--- src/rtl/net_arq_if.sv ---
// Bundle of the packet, serial-lane and handshake signals between the upstream
// producer / handshake receiver and the ARQ transmitter.
interface net_arq_if #(
    parameter int unsigned NUM_LINES = 4,
    parameter int unsigned DATA_BITS = 832
) ();
    logic                 send_valid;
    logic [DATA_BITS-1:0] send_data;
    logic                 send_ready;
    logic [NUM_LINES-1:0] serial_out;
    logic                 ack_valid;
    logic                 ack_pid;
    logic                 ack_seq;
    logic                 seq_num;
    logic                 busy;
    logic                 done;
    logic                 fail;

    // Producer / handshake-receiver side.
    modport master (
        output send_valid, send_data, ack_valid, ack_pid, ack_seq,
        input  send_ready, serial_out, seq_num, busy, done, fail
    );

    // Transmitter side.
    modport slave (
        input  send_valid, send_data, ack_valid, ack_pid, ack_seq,
        output send_ready, serial_out, seq_num, busy, done, fail
    );
endinterface

--- src/rtl/net_arq_transmitter.sv ---
// Stop-and-wait ARQ transmitter: stripes one latched packet over NUM_LINES
// serial lanes behind a per-lane syncword and resends on NAK or timeout.
module net_arq_transmitter #(
    parameter int unsigned          NUM_LINES      = 4,
    parameter int unsigned          DATA_BITS      = 832,
    parameter int unsigned          SYNC_BITS      = 8,
    parameter logic [SYNC_BITS-1:0] SYNCWORD       = SYNC_BITS'(8'hFF),
    parameter int unsigned          TIMEOUT_CYCLES = 100,
    parameter int unsigned          MAX_RETRIES    = 3
) (
    input  logic     clk,
    input  logic     rst,
    net_arq_if.slave arq_io
);
    localparam int unsigned LANE_BITS = DATA_BITS / NUM_LINES;
    localparam int unsigned CNT_MAX   = (SYNC_BITS > LANE_BITS) ? SYNC_BITS : LANE_BITS;
    localparam int unsigned BIT_W     = (CNT_MAX > 1) ? $clog2(CNT_MAX) : 1;
    localparam int unsigned TMR_W     = $clog2(TIMEOUT_CYCLES);
    localparam int unsigned RTY_W     = (MAX_RETRIES > 0) ? $clog2(MAX_RETRIES + 1) : 1;
    localparam int unsigned IDX_W     = (DATA_BITS > 1) ? $clog2(DATA_BITS) : 1;
    localparam int unsigned SYN_W     = (SYNC_BITS > 1) ? $clog2(SYNC_BITS) : 1;

    typedef enum logic [1:0] {
        ST_IDLE,
        ST_SYNC,
        ST_DATA,
        ST_WAIT_ACK
    } state_e;

    state_e               state_q, state_d;
    logic [BIT_W-1:0]     bit_q, bit_d;
    logic [TMR_W-1:0]     timer_q, timer_d;
    logic [RTY_W-1:0]     retry_q, retry_d;
    logic [DATA_BITS-1:0] data_q, data_d;
    logic                 seq_q, seq_d;
    logic                 done_q, done_d;
    logic                 fail_q, fail_d;
    logic [NUM_LINES-1:0] ser_q, ser_d;

    logic                 ack_match_c;
    logic                 resend_c;
    logic [NUM_LINES-1:0] lane_bits_c;

    always_ff @(posedge clk or posedge rst) begin
        if (rst) begin
            state_q <= ST_IDLE;
            bit_q   <= '0;
            timer_q <= '0;
            retry_q <= '0;
            data_q  <= '0;
            seq_q   <= 1'b0;
            done_q  <= 1'b0;
            fail_q  <= 1'b0;
            ser_q   <= '0;
        end else begin
            state_q <= state_d;
            bit_q   <= bit_d;
            timer_q <= timer_d;
            retry_q <= retry_d;
            data_q  <= data_d;
            seq_q   <= seq_d;
            done_q  <= done_d;
            fail_q  <= fail_d;
            ser_q   <= ser_d;
        end
    end

    // Handshakes only count when they carry the sequence bit of the packet in flight.
    assign ack_match_c = arq_io.ack_valid && (arq_io.ack_seq == seq_q);

    always_comb begin
        state_d  = state_q;
        bit_d    = bit_q;
        timer_d  = timer_q;
        retry_d  = retry_q;
        data_d   = data_q;
        seq_d    = seq_q;
        done_d   = 1'b0;
        fail_d   = 1'b0;
        resend_c = 1'b0;

        unique case (state_q)
            ST_IDLE: begin
                if (arq_io.send_valid) begin
                    data_d  = arq_io.send_data;
                    retry_d = '0;
                    bit_d   = '0;
                    state_d = ST_SYNC;
                end
            end
            ST_SYNC: begin
                if (bit_q == BIT_W'(SYNC_BITS - 1)) begin
                    bit_d   = '0;
                    state_d = ST_DATA;
                end else begin
                    bit_d = bit_q + BIT_W'(1);
                end
            end
            ST_DATA: begin
                if (bit_q == BIT_W'(LANE_BITS - 1)) begin
                    timer_d = '0;
                    state_d = ST_WAIT_ACK;
                end else begin
                    bit_d = bit_q + BIT_W'(1);
                end
            end
            ST_WAIT_ACK: begin
                if (ack_match_c && arq_io.ack_pid) begin
                    done_d  = 1'b1;
                    seq_d   = ~seq_q;
                    state_d = ST_IDLE;
                end else if (ack_match_c || (timer_q == TMR_W'(TIMEOUT_CYCLES - 1))) begin
                    resend_c = 1'b1;
                end else begin
                    timer_d = timer_q + TMR_W'(1);
                end
                if (resend_c) begin
                    if (retry_q < RTY_W'(MAX_RETRIES)) begin
                        retry_d = retry_q + RTY_W'(1);
                        bit_d   = '0;
                        state_d = ST_SYNC;
                    end else begin
                        fail_d  = 1'b1;
                        state_d = ST_IDLE;
                    end
                end
            end
            default: state_d = ST_IDLE;
        endcase
    end

    // Lane i carries slice i MSB first; indexed by the next bit count so the
    // registered lanes line up with the state they belong to.
    for (genvar l = 0; l < NUM_LINES; l++) begin : g_lane
        localparam int unsigned TOP = (l + 1) * LANE_BITS - 1;
        assign lane_bits_c[l] = data_q[IDX_W'(TOP) - IDX_W'(bit_d)];
    end

    always_comb begin
        ser_d = '0;
        case (state_d)
            ST_SYNC: ser_d = {NUM_LINES{SYNCWORD[SYN_W'(SYNC_BITS - 1) - SYN_W'(bit_d)]}};
            ST_DATA: ser_d = lane_bits_c;
            default: ser_d = '0;
        endcase
    end

    assign arq_io.send_ready = (state_q == ST_IDLE);
    assign arq_io.busy       = (state_q != ST_IDLE);
    assign arq_io.serial_out = ser_q;
    assign arq_io.seq_num    = seq_q;
    assign arq_io.done       = done_q;
    assign arq_io.fail       = fail_q;
endmodule
--- src/flat_wrapper.sv ---
// flat-port wrapper written by rule: the top's interface ports become plain ports
module net_arq_transmitter_flat 
#(
    parameter int unsigned          NUM_LINES      = 4,
    parameter int unsigned          DATA_BITS      = 832,
    parameter int unsigned          SYNC_BITS      = 8,
    parameter logic [SYNC_BITS-1:0] SYNCWORD       = SYNC_BITS'(8'hFF),
    parameter int unsigned          TIMEOUT_CYCLES = 100,
    parameter int unsigned          MAX_RETRIES    = 3
)
  (clk, rst, arq_io_send_valid, arq_io_send_data, arq_io_ack_valid, arq_io_ack_pid, arq_io_ack_seq, arq_io_send_ready, arq_io_serial_out, arq_io_seq_num, arq_io_busy, arq_io_done, arq_io_fail);
  net_arq_if #(.NUM_LINES(NUM_LINES), .DATA_BITS(DATA_BITS)) arq_io_i ();
  input  logic clk;
  input  logic rst;
  input wire logic [$bits(arq_io_i.send_valid)-1:0] arq_io_send_valid;
  input wire logic [$bits(arq_io_i.send_data)-1:0] arq_io_send_data;
  input wire logic [$bits(arq_io_i.ack_valid)-1:0] arq_io_ack_valid;
  input wire logic [$bits(arq_io_i.ack_pid)-1:0] arq_io_ack_pid;
  input wire logic [$bits(arq_io_i.ack_seq)-1:0] arq_io_ack_seq;
  output wire logic [$bits(arq_io_i.send_ready)-1:0] arq_io_send_ready;
  output wire logic [$bits(arq_io_i.serial_out)-1:0] arq_io_serial_out;
  output wire logic [$bits(arq_io_i.seq_num)-1:0] arq_io_seq_num;
  output wire logic [$bits(arq_io_i.busy)-1:0] arq_io_busy;
  output wire logic [$bits(arq_io_i.done)-1:0] arq_io_done;
  output wire logic [$bits(arq_io_i.fail)-1:0] arq_io_fail;
  assign arq_io_i.send_valid = arq_io_send_valid;
  assign arq_io_i.send_data = arq_io_send_data;
  assign arq_io_i.ack_valid = arq_io_ack_valid;
  assign arq_io_i.ack_pid = arq_io_ack_pid;
  assign arq_io_i.ack_seq = arq_io_ack_seq;
  assign arq_io_send_ready = arq_io_i.send_ready;
  assign arq_io_serial_out = arq_io_i.serial_out;
  assign arq_io_seq_num = arq_io_i.seq_num;
  assign arq_io_busy = arq_io_i.busy;
  assign arq_io_done = arq_io_i.done;
  assign arq_io_fail = arq_io_i.fail;
  net_arq_transmitter #(.NUM_LINES(NUM_LINES), .DATA_BITS(DATA_BITS), .SYNC_BITS(SYNC_BITS), .SYNCWORD(SYNCWORD), .TIMEOUT_CYCLES(TIMEOUT_CYCLES), .MAX_RETRIES(MAX_RETRIES)) u_core (.clk(clk), .rst(rst), .arq_io(arq_io_i));
endmodule
--- config.mk ---
export PLATFORM = sky130hd
export DESIGN_NAME = net_arq_transmitter_flat
export DESIGN_NICKNAME = d
export VERILOG_FILES = /design/src/rtl/net_arq_if.sv /design/src/rtl/net_arq_transmitter.sv /design/src/flat_wrapper.sv
export SDC_FILE = /design/constraint.sdc
export NUM_CORES = 2
export LEC_CHECK = 0
export BUFFER_PORTS_ARGS = -buffer_cell sky130_fd_sc_hd__buf_2
export CORE_ASPECT_RATIO = 2
export CORE_MARGIN = 3
export CORE_UTILIZATION = 40
export CTS_CLUSTER_DIAMETER = 120
export CTS_CLUSTER_SIZE = 10
export DETAILED_ROUTE_END_ITERATION = 16
export PLACE_DENSITY = 0.67
export SLEW_MARGIN = 20
export SYNTH_ARGS = -nofsm -noshare
export SYNTH_HDL_FRONTEND = slang
export SYNTH_SLANG_ARGS = --single-unit
--- constraint.sdc ---
create_clock -name clk -period 38.8 [get_ports clk]
set_clock_uncertainty 0.15 [all_clocks]
set_input_delay 5.82 -clock clk [delete_from_list [all_inputs] [get_ports clk]]
set_output_delay 5.82 -clock clk [all_outputs]
set_load 0.02 [all_outputs]
==> results.md <==
Route:
- The final route contains 39900 vias.
- The average wire length per cell after detail routing is between 20 and 25 um.
- Once detail routing completed, the nets flagged for antenna violations numbered 0.
- In the routed design, unresolved DRC markers number 0.
- The detailed-router iteration count before antenna repair is 6.
- The starting DRC count in detailed routing is 3559.
- In the routed layout, each cell is associated on average with a via count of approximately 5.4.
- The total routed wirelength is roughly 170000 um.

Timing:
- At the pin with the least slew margin, the transition time is 1.08 ns.
- Headroom to the max-slew limit came out at 28.1%.
- The routed design could run at a clock period as short as 11.34 ns.
- The hold violation count in the final report is 0.
- Setup repair after global routing left no endpoint under its margin.
- The post-route setup TNS is 0 ns.
- The maximum clock frequency is just under 90 MHz.
- The final number of setup-violating endpoints is 0.
- The fraction of the cycle the final worst path needs is 29.2%.
- The final number of max-transition violations is 0.

Final layout:
- Fill cells in the final layout number 10300.
- The finished layout holds 7333 standard cells, fillers aside.
- The register area is 0.0215 sq mm.
- The share of cells above drive strength 1 is 17.8%.
- Compared with the post-synthesis result, the final layout area differs by 17.1%.
- The number of nets at the end of the flow is 6818.
- Once layout is complete, the utilization of the core stands at 47.2%.
- After routing the design area is 0.0495 sq mm.
- The multi-input combinational cell area is 0.0188 sq mm.

Synthesis:
- The number of enable-type register cells in the synthesized netlist is 0.
- The cell type with the largest total area after synthesis is sky130_fd_sc_hd__dfrtp_1.
- The post-synthesis sequential area ratio is 50.8%.
- The yosys synthesis warning count is 0.
- Synthesis produced 5326 cells.
- The synthesized area divided by synthesized cell count is roughly 7.9 sq um.
- The share of async-settable or async-resettable flops after synthesis is between 90% and 100%.
- Synthesis produced a netlist with a net count of 6180.
- The area share of the largest cell type after synthesis is 50.8%.
- In this run, synthesis produced a sequential element count of 858.
- The synthesized cell area is about 0.042 sq mm.
- The leading register cell type out of synthesis is sky130_fd_sc_hd__dfrtp_1.
- In the post-synthesis netlist, the biggest area contributors are sky130_fd_sc_hd__dfrtp_1 (51%), sky130_fd_sc_hd__nand2_1 (27%), sky130_fd_sc_hd__mux2i_1 (3.1%), sky130_fd_sc_hd__nand3_1 (2.5%), sky130_fd_sc_hd__a211oi_1 (2.1%).
- Synthesis instantiated 79 different standard cells from the library.

Setup path:
- The type of origin of the critical path is a primary input.
- Along the worst path, the maximum fanout reaches 160.
- The path depth of the worst reg2reg path is 15.
- The worst setup path is captured at a flip-flop.
- The critical path class is primary input to flip-flop.
- Data on the critical path arrives at its endpoint at 11.79 ns.
- The startpoint of the worst register-to-register path is u_core.state_q[1].
- The required time reported for the critical path endpoint is 39.25 ns.
- The setup slack of the worst register-to-register path is roughly 32 ns.
- The capture point of the worst reg-to-reg path is u_core.arq_io.serial_out[2].

GRT:
- The total overflow left after global routing is 0.
- Global routing used 30.0% of the available tracks.
- Entering global routing, the biggest net connects around 190 pins.
- The number of antenna violations at the first check in global routing is 28.
- The wire length of the first global-routing pass is 250000 um.
- The via count of the first global-routing pass is slightly above 40000.

Clock network:
- CTS built an H-tree with a depth of 3.
- The clock latency reported for the late side of the worst-skew pair is 0.68 ns.
- The number of clock buffers added by TritonCTS is 95.
- In this run, post-CTS repair resized a total of 0 instances.
- The number of clock sinks is 858.
- TritonCTS built the clock tree.
- The hold buffer count at CTS is 0.
- The clock root buffer master is sky130_fd_sc_hd__clkbuf_16.
- The clock passes through at most 3 buffers.
- Buffers added to address setup during post-CTS repair amount to 0.
- The clock slew at the register clock pins of the worst setup and hold paths is 0.07 ns.

Placed design:
- The total cell area at the placement stage is 0.0470 sq mm.
- Routability-driven placement finished with a final weighted congestion of 0.882.
- The total half-perimeter wirelength after legalization and detailed placement is 121000 um.
- The count of buffers added on input and output ports is 846.
- The placed instance count is 7227.

Floorplan:
- The die covers 0.110 sq mm.
- The floorplan has 168 rows.
- Measured along the y axis, the die boundary spans 466 um.
- The core outline area is 0.105 sq mm.
- From left edge to right edge, the die measures 236 um.
- The initial utilization of the core area, before any placement, comes to 40.3%.
- 847 I/O pins were placed.

Job:
- The tool flagged a number of max-cap violations equal to 0.

Worst hold path:
- The origin of the worst min-delay path is u_core.data_q[481].
- The path with the worst hold slack has its endpoint at u_core.data_q[481].
- The tightest min-delay check is of the flip-flop to flip-flop type.
- The cell count of the worst hold path is 2.

Run status:
- The run finished with clean final reports.

Power:
- The static leakage is roughly 26 nW.
- IR analysis of the VDD net gives a maximum drop of 0.104 mV.
- The overall power consumption is 0.00490 W.
- For this design the ratio of total power to cell area is about 99 mW/mm^2.
[cells in the final DEF, fill, tap and decap left out, drive strengths merged, types with 6 or more instances in the layout]
cell type	netlist	layout
nand2	3007	3007
buf	167	906
dfrtp	858	858
nand3	213	213
mux2i	132	132
a211oi	121	121
a311oi	98	98
clkbuf	198	97
o21ai	80	80
inv	70	71
nor2	48	48
a31oi	44	44
a21oi	44	44
nor3	25	25
and3	21	21
nand4	20	20
mux4	16	16
ha	16	16
o211ai	14	14
o22ai	10	10
and2	8	8
a32oi	7	7
xor2	7	7
o2111ai	7	7
nor2b	6	6
a21boi	6	6
mux2	6	6
o221ai	6	6
o31ai	6	6
[worst max path at each step]
stage | to | slack, ns | cells after the start | start
final | u_core.arq_io.serial_out[2] | 27.46 | 16 | arq_io_ack_seq
after global routing | u_core.arq_io.serial_out[2] | 27.20 | 16 | arq_io_ack_seq
after global placement | u_core.arq_io.serial_out[2] | 27.13 | 16 | arq_io_ack_seq
after floorplan | u_core.arq_io.done | 8.72 | 1 | rst
after CTS | u_core.arq_io.serial_out[2] | 27.79 | 16 | arq_io_ack_seq
after detailed placement | u_core.arq_io.serial_out[2] | 27.05 | 16 | arq_io_ack_seq
[power by group]
group          switching (W)  total (W)  leakage, nW  internal (W)
Sequential          0.000254    0.00156         10.8       0.00130
Clock               0.000361   0.000793         1.20      0.000432
Combinational        0.00178    0.00255         14.1      0.000762
Total                0.00240    0.00490         26.1       0.00250
[cell type report]
cell class,count,area share [%]
clock inverters,4,0.101
repair buffers,906,9.55
well taps,1360,3.44
diodes,5,0.0253
flip-flops and latches,858,43.4
multi-input cells,4032,38.0
clock buffers,97,4.84
inverters,71,0.602
[metal layers]
metal	up-vias	GRT usage (%)	routed length (um)
li1	18400	-	-
met1	19200	37.0	65200
met2	1901	50.7	81700
met3	369	5.05	12100
met4	16	15.7	9660
met5	-	0	110
[kinds of logic (layout without fill, tap and decap cells)]
group | Yosys count | count (layout) | share of synthesized area, %
mux | 154 | 154 | 4.14
other cells | 0 | 5 | 0
buf+inv | 436 | 1078 | 4.85
flops | 858 | 858 | 50.8
fa+ha+maj | 16 | 16 | 0.474
compound gates | 470 | 470 | 8.04
simple gates | 3380 | 3380 | 31.4
xor+xnor | 12 | 12 | 0.249
[state kept, by name, indices dropped and copies added, names as in the netlist]
name                      count
u_core.retry_q                2
u_core.arq_io.done            1
u_core.timer_q                7
u_core.bit_q                  8
u_core.arq_io.fail            1
u_core.arq_io.seq_num         1
u_core.data_q               832
u_core.state_q                2
u_core.arq_io.serial_out      4
[cell usage after synthesis, drive strengths merged, types with 4 or more instances]
cell type / instances
nand4: 20
a311oi: 98
and3: 21
o221ai: 6
a31oi: 44
or2: 4
inv: 70
o211ai: 14
o2111ai: 7
o21ai: 80
clkbuf: 198
nor2b: 6
nor4: 5
xnor2: 5
dfrtp: 858
a21oi: 44
a32oi: 7
o311ai: 4
ha: 16
and2: 8
xor2: 7
buf: 167
or4: 4
o31ai: 6
nand3: 213
a211oi: 121
nor3: 25
o22ai: 10
mux2: 6
nand2: 3007
a21boi: 6
mux2i: 132
nand2b: 5
nor2: 48
mux4: 16
[worst max-delay path, stage by stage]
cell and delay (ns):
sky130_fd_sc_hd__buf_2 0.10, sky130_fd_sc_hd__xnor2_1 0.28, sky130_fd_sc_hd__a2111o_1 0.25, sky130_fd_sc_hd__o211a_4 0.33
sky130_fd_sc_hd__a21oi_4 0.12, sky130_fd_sc_hd__clkinv_8 0.37, sky130_fd_sc_hd__buf_4 0.78, sky130_fd_sc_hd__buf_4 0.67
sky130_fd_sc_hd__a211oi_1 0.20, sky130_fd_sc_hd__a311oi_2 0.64, sky130_fd_sc_hd__a311oi_1 0.10, sky130_fd_sc_hd__a311oi_1 0.34
sky130_fd_sc_hd__a211oi_1 0.12, sky130_fd_sc_hd__nor4_1 0.63, sky130_fd_sc_hd__o221ai_1 0.31, sky130_fd_sc_hd__a41oi_1 0.23
[per-stage QoR]
stage	worst slack, ns	hold slack, ns
finish	27.46	0.321
global route	27.20	0.338
floorplan	8.72	0.290
CTS	27.79	0.322
global placement	27.13	0.302
detailed placement	27.05	0.309
(Power assumes the default switching activity.)
